[src/rtl/ahb_pkg.sv]
// ahb_pkg: shared AHB-Lite encodings and the responder FSM state type
package ahb_pkg;
  typedef enum logic [2:0] {IDLE, WAIT, DATA, ERR1, ERR2} state_t;
  localparam logic [2:0] HSIZE_BYTE = 3'd0;
  localparam logic [2:0] HSIZE_HALF = 3'd1;
  localparam logic [2:0] HSIZE_WORD = 3'd2;
  localparam logic HRESP_OKAY = 1'b0;
  localparam logic HRESP_ERROR = 1'b1;
  localparam logic HTRANS_IDLE = 1'b0;
  localparam logic HTRANS_ACTIVE = 1'b1;
endpackage

[src/rtl/ahb_wstrb_gen.sv]
// ahb_wstrb_gen: little-endian byte strobe and misalignment flag from hsize and addr[1:0]
module ahb_wstrb_gen
  import ahb_pkg::*;
(
  input  logic [2:0] size,
  input  logic [1:0] addr,
  output logic [3:0] strb,
  output logic       misalign
);
  always_comb begin
    strb = size == HSIZE_BYTE ? 4'b0001 << addr :
           size == HSIZE_HALF ? (addr[1] ? 4'b1100 : 4'b0011) :
           size == HSIZE_WORD ? 4'b1111 : 4'b0000;
    misalign = (size == HSIZE_HALF && addr[0]) || (size == HSIZE_WORD && addr != 2'b00);
  end
endmodule

[src/rtl/ahb_slave_mem.sv]
// ahb_slave_mem: AHB-Lite responder over a word array with wait states and two-cycle ERROR
module ahb_slave_mem
  import ahb_pkg::*;
#(
  parameter int DATA_WIDTH = 32,
  parameter int ADDR_WIDTH = 32,
  parameter int MEM_DEPTH = 64,
  parameter logic [ADDR_WIDTH-1:0] BASE_ADDR = '0,
  parameter int WAIT_STATES = 1
) (
  input  logic                  i_clk,
  input  logic                  i_rstn,
  input  logic                  i_hselx,
  input  logic                  i_hready,
  input  logic                  i_htrans,
  input  logic [2:0]            i_hsize,
  input  logic                  i_hwrite,
  input  logic [ADDR_WIDTH-1:0] i_haddr,
  input  logic [DATA_WIDTH-1:0] i_hwdata,
  output logic                  o_hreadyout,
  output logic                  o_hresp,
  output logic [DATA_WIDTH-1:0] o_hrdata
);
  localparam int IW = $clog2(MEM_DEPTH);
  state_t state, state_n, acc_state;
  logic [3:0] cnt;
  logic [IW-1:0] idx_q;
  logic [3:0] strb_q, strb;
  logic write_q, misalign, accept, err;
  logic [ADDR_WIDTH-1:0] off;
  logic [DATA_WIDTH-1:0] mem [MEM_DEPTH];
  ahb_wstrb_gen u_wstrb (
    .size(i_hsize),
    .addr(i_haddr[1:0]),
    .strb(strb),
    .misalign(misalign)
  );
  assign off = i_haddr - BASE_ADDR;
  assign accept = i_hselx && i_htrans == HTRANS_ACTIVE && i_hready;
  assign err = i_haddr < BASE_ADDR || (off >> 2) >= ADDR_WIDTH'(MEM_DEPTH) ||
               i_hsize > HSIZE_WORD || misalign;
  always_comb begin
    acc_state = !accept ? IDLE : err ? ERR1 : WAIT_STATES > 0 ? WAIT : DATA;
    state_n = state == WAIT ? (cnt == 4'd0 ? DATA : WAIT) : state == ERR1 ? ERR2 : acc_state;
    o_hreadyout = !(state == WAIT || state == ERR1);
    o_hresp = (state == ERR1 || state == ERR2) ? HRESP_ERROR : HRESP_OKAY;
    o_hrdata = (state == DATA && !write_q) ? mem[idx_q] : '0;
  end
  always_ff @(posedge i_clk or negedge i_rstn) begin
    if (!i_rstn) begin
      state <= IDLE;
      cnt <= '0;
      idx_q <= '0;
      strb_q <= '0;
      write_q <= 1'b0;
      for (int i = 0; i < MEM_DEPTH; i++) mem[i] <= '0;
    end else begin
      state <= state_n;
      if (accept) begin
        idx_q <= off[IW+1:2];
        strb_q <= strb;
        write_q <= i_hwrite;
        cnt <= 4'(WAIT_STATES > 0 ? WAIT_STATES - 1 : 0);
      end else if (state == WAIT) begin
        cnt <= cnt - 4'd1;
      end
      if (state == DATA && write_q)
        for (int b = 0; b < 4; b++)
          if (strb_q[b]) mem[idx_q][8*b+:8] <= i_hwdata[8*b+:8];
    end
  end
endmodule

[config.mk]
export PLATFORM = sky130hd
export DESIGN_NAME = ahb_slave_mem
export DESIGN_NICKNAME = d
export VERILOG_FILES = /design/src/rtl/ahb_pkg.sv /design/src/rtl/ahb_wstrb_gen.sv /design/src/rtl/ahb_slave_mem.sv
export SDC_FILE = /design/constraint.sdc
export NUM_CORES = 2
export LEC_CHECK = 0
export ABC_AREA = 1
export BUFFER_PORTS_ARGS = -buffer_cell sky130_fd_sc_hd__buf_2
export CAP_MARGIN = 20
export CORE_MARGIN = 5
export CORE_UTILIZATION = 60
export DETAILED_ROUTE_END_ITERATION = 8
export PLACE_DENSITY_LB_ADDON = 0.05
export SLEW_MARGIN = 25
export SYNTH_ARGS = -nofsm -noshare
export SYNTH_HDL_FRONTEND = slang
export SYNTH_SLANG_ARGS = --single-unit
[constraint.sdc]
create_clock -name i_clk -period 2.7 [get_ports i_clk]
set_clock_uncertainty 0.15 [all_clocks]
set_input_delay 0.135 -clock i_clk [delete_from_list [all_inputs] [get_ports i_clk]]
set_output_delay 0.135 -clock i_clk [all_outputs]
set_load 0.01 [all_outputs]
Word level (Yosys, flattened, before mapping)
Cells that the tools add are included.
{"block": "totals", "inputBits": 73, "word_cells": 137, "ff_bits": 2066}
{"block": "classes", "n_lt_le_gt_ge": 5, "eq_ne": 6, "n_mux": 35, "bitwise": 1, "add_sub_neg": 1, "n_shift": 1, "n_reduce_logical": 19}
{"cell": "$mux 2048", "n": 7}
{"cell": "$bwmux 2048", "n": 4}
{"cell": "$demux 32 s6", "n": 4}
{"cell": "$bmux 32 s6", "n": 1}
{"cell": "$mux 32", "n": 4}
{"cell": "$lt 32x1->1 const B", "n": 1}
{"cell": "$ge 30x7->1 const B", "n": 1}
{"cell": "$mux 24", "n": 1}
{"cell": "$mux 4", "n": 6}
{"cell": "$mux 16", "n": 1}
{"cell": "$eq 3x2->1 const B", "n": 3}
{"cell": "$mux 8", "n": 1}
{"cell": "$ge 7x7->1 const B", "n": 1}
{"cell": "$logic_and 1x1->1", "n": 7}
{"cell": "$lt 7x1->1 const B", "n": 1}
{"cell": "$not 6->7", "n": 1}
{"cell": "$eq 3x1->1 const B", "n": 2}
{"cell": "$logic_or 1x1->1", "n": 6}
{"cell": "$mux 2", "n": 3}
{"cell": "$mux 3", "n": 2}
{"cell": "$logic_not 4->1", "n": 1}
{"cell": "$reduce_bool 2->1", "n": 2}
{"cell": "$shl 1x2->4 const A", "n": 1}
{"cell": "$sub 4x1->4 const B", "n": 1}
{"cell": "other kinds (5)", "n": 6}

Depth between registers and ports, before layout
{"block": "depth", "ltp_word": 16, "mapped_depth": 14, "mapped_depth_nobuf": 11}

By module
A second synthesis with hierarchy kept.
{"block": "unflattened", "hier_cells": 13379, "area_unflattened_um2": 98538.3}
{"module": "ahb_slave_mem", "seq_area_each_um2": 51699.6, "cells_each": 13355, "area_each_um2": 98413.1, "instances": 1}
{"module": "ahb_wstrb_gen", "seq_area_each_um2": 0.0, "cells_each": 24, "area_each_um2": 125.1, "instances": 1}

Least setup slack after synthesis
OpenSTA, ideal clock, no wires.
{"block": "synth_timing", "path_type": "register to output", "startpoint": "register idx_q[1]", "endpoint": "output o_hrdata[30]", "path_slack_ps": 547, "arrival_time_ps": 1868, "required_ps": 2415, "stages_incl_launch_ff": 13, "path_cell_list": "dfrtp_1 -> inv_1 -> clkbuf_1 -> clkbuf_1 -> clkbuf_1 -> nand2_1 -> nand2_1 -> nand2_1 -> nand2_1 -> nand2_1 -> nand2_1 -> nor2_1 -> a21oi_1"}
{"block": "synth_via", "elab_chain_cells": 5}
{"element": "start: declaration", "line": "ahb_slave_mem.sv:27", "source": "logic [IW-1:0] idx_q;"}
{"element": "start signal: assignment", "line": "ahb_slave_mem.sv:60", "source": "idx_q <= off[IW+1:2];"}
{"element": "$not 6->7 (implied by the code)", "line": "ahb_slave_mem.sv:47", "source": "o_hrdata = (state == DATA && !write_q) ? mem[idx_q] : '0;"}
{"element": "$bmux 32 s6", "line": "ahb_slave_mem.sv:47"}
{"element": "$mux 32 (implied by the code) (2 in a row)", "line": "ahb_slave_mem.sv:47"}
{"element": "$mux 32", "line": "ahb_slave_mem.sv:47"}
{"element": "end: declaration", "line": "ahb_slave_mem.sv:22", "source": "output logic [DATA_WIDTH-1:0] o_hrdata"}
No other way between the ends. The select of a mux whose other input is x is not followed.

Final worst setup path
{"block": "layout_timing", "startpoint": "register idx_q[0]", "endpoint": "output o_hrdata[9]"}
The elaborated chain is that of the path after synthesis.

==> flow_metrics.tcl <==
set metrics [dict create \
    status "finished, violations left" \
    violations "negative setup slack" \
    cts_sinks 2066 \
    cts_max_path_buffers 3 \
    clk_pin_slew_ps 60 \
    critPathKind "flop to output pin" \
    rsz0062_at_grt "yes" \
    post-route-util_pct 72.4 \
    ys_seq_area_share_pct 53.1 \
    cts_root_buf "clkbuf_16" \
    clock_latency_ps 860 \
    power_density_nw_per_um2 711 \
    die_h_microns 413 \
    rows 147 \
    final_layout_size_suffix_gt1_share_pct 11.5 \
    start_util_pct 60.4 \
    grt_use_total_pct 39.4 \
    cp-end-kind "output pin" \
    yosysTopAreaCell "dfrtp_1" \
    synth-seq-cells 2066 \
    worstPathRequired_ps 2410 \
    finalSetupViolations 32 \
    hold_viol 0 \
    power_w 0.0829 \
    ys.flop_type "dfrtp_1" \
    worst_pin_slew_ps 893 \
    ant_nets 0 \
    ir_drop_uv 727 \
    crit_fanout 8 \
    synth_top_area_share_pct 53.1 \
    grt_max_degree 117 \
    routabilityCongestion 0.923 \
    crit_start "idx_q[0]" \
    async_reset_ff_share_pct 100 \
    routed-via-count 91600 \
    relSlewSlack_pct 40.5 \
    r2r_cells 11 \
    dr.pass1.iters 6 \
    area_delta_synth_final_pct 19.7 \
    syn_inst 13400 \
    min_period_over_period_pct 135 \
    fmax_ghz 0.274 \
    dieWidth_microns 413 \
    dieArea_sq_um 170000 \
    cts-buffers-inserted 213 \
    pre_cts_slack_ps -580 \
    grt_overflow 0 \
    drv_cap 0 \
    fin_crit_ps 3650 \
    grt_pass1_vias 87200 \
    synth_area_leaders "dfrtp_1, nand2_1, o21ai_1" \
    final_common_cell "nand2_1" \
    r2r_slack_ps 30 \
    grt_pass1_wl_mm 518 \
    hold_class "input pin to flop" \
    drt_iter0_markers 11200 \
    drt-vias-per-instance 5.71 \
    syn_area_sq_um 97300 \
    setup_ws_ps -947 \
    wire_per_inst_microns 21.0 \
    crit_end "o_hrdata[9]" \
    tritoncts "yes" \
    worst_setup_path_start_kind "flop" \
    drt_wl_total_mm 337 \
    antenna_found_initial 6 \
    drv_slew 0 \
    p_leak_nw 64.3 \
    final_nets 13800 \
    ys_types 27 \
    io_pins 107 \
    fin_setup_tns_ps -27620 \
    core_sq_um 161000 \
    layout_common_cells "nand2_1, dfrtp_1, o21ai_1" \
    synth-edff-count 0 \
    timing.rr.end "mem[791]" \
    syn-num-nets 13500 \
    drc 0 \
    hpwlAfterDp_mm 214 \
    cp.arrival_ps 3360 \
    yosysWarnings 0 \
    cts_max_level 4 \
    r2r_start "idx_q[0]" \
    io_buffers 106 \
    avgSynthCellArea_sq_um 7.27 \
]
-- kinds of logic after synthesis --
| family | after synthesis | share of synthesized area, % |
|---|---|---|
| and+or+nand+nor | 8219 | 32.1 |
| adders and majority gates | 1 | 0.0129 |
| AOI/OAI and AO/OA | 2120 | 10.9 |
| buffers and inverters | 975 | 3.86 |
| DFF | 2066 | 53.1 |
-- layout make-up --
type / count / area (sq um)
repair buffers: 1000 / 11900
repair inverters: 1 / 20.0
diodes: 4 / 10.0
clock inverters: 58 / 718
flip-flops and latches: 2066 / 51700
fillers: 12900 / 44400
inverters: 78 / 339
clock buffers: 337 / 6550
multi-input cells: 10300 / 42500
well taps: 2160 / 2700
-- registers in the layout, summed over array words and instances (netlist names) --
| register | flops |
|---|---|
| strb_q | 4 |
| idx_q | 6 |
| cnt | 4 |
| state | 3 |
| mem | 2048 |
| write_q | 1 |
-- through the flow --
stage | hold slack (ps) | std cells | cell area (sq um)
4_1_cts | 24.3 | 16000 | 116000
3_5_place_dp | -9.06 | 15500 | 106000
2_1_floorplan | -311 | 13400 | 97300
5_1_grt | 69.4 | 16000 | 116000
6_report | 70.6 | 16000 | 116000
3_3_place_gp | 11.2 | 15500 | 106000
-- layer usage --
metal	track usage (%)	wire [microns]	share of wire [%]	vias up
met1	54.0	134000	40	43700
met3	8.82	34600	10	862
met4	20.7	19800	5.9	18
met5	0	119	0.035	-
met2	59.2	149000	44	4510
li1	-	-	-	42600
-- cell usage after synthesis (5+ instances only) --
| library cell | count |
|---|---|
| o211ai_1 | 7 |
| nor2_2 | 58 |
| dfrtp_1 | 2066 |
| nor3_4 | 7 |
| clkbuf_1 | 759 |
| nand3_1 | 13 |
| buf_1 | 61 |
| o21ai_1 | 1290 |
| a21oi_1 | 39 |
| inv_1 | 32 |
| nand2_2 | 6 |
| inv_2 | 13 |
| nand2_1 | 8023 |
| nor4_1 | 5 |
| buf_2 | 77 |
| o21ai_0 | 783 |
| nor2_1 | 91 |
| clkinv_1 | 33 |
-- power breakdown --
part | internal, W | leakage (nW) | total (W) | switching, W
sequential | 0.0320 | 18.2 | 0.0326 | 0.000594
clock | 0.0179 | 3.59 | 0.0305 | 0.0126
combinational | 0.00669 | 42.5 | 0.0198 | 0.0131
total | 0.0566 | 64.3 | 0.0829 | 0.0263
-- worst min-delay path by stage --
stage                  from         to  cells after the start
2_1_floorplan        i_rstn     cnt[0]                      0
3_3_place_gp         i_rstn  mem[1629]                      1
3_5_place_dp         i_rstn  mem[1629]                      1
4_1_cts         i_haddr[21]   state[1]                      8
5_1_grt        i_hwdata[11]   mem[619]                      3
6_report         i_hsize[1]   state[1]                      6
-- timing repair --
action | CTS | global route
hold endpoints to repair | 3749 | 5
resized for setup | 188 | 153
hold buffers | 77 | 1
pin swaps | 28 | 41
cloned | 19 | 12
buffers inserted | 31 | 8
setup endpoints to repair | 85 | 571
-- worst max-delay path: stages, from the launching register on --
cell       delay [ps]
dfrtp_4           500
buf_12            170
clkinv_16          90
buf_16            120
buf_16            150
buf_12            150
buf_6             110
buf_6              90
nand2_2            40
nand2_1            60
nand2_1            60
nand2_1            90
nand2_2            60
nand2_2           100
nand2_1            60
nand2_1            90
nor2_2             50
a21oi_4           200
buf_6             180
buf_6             120
(Power assumes the default switching activity.)
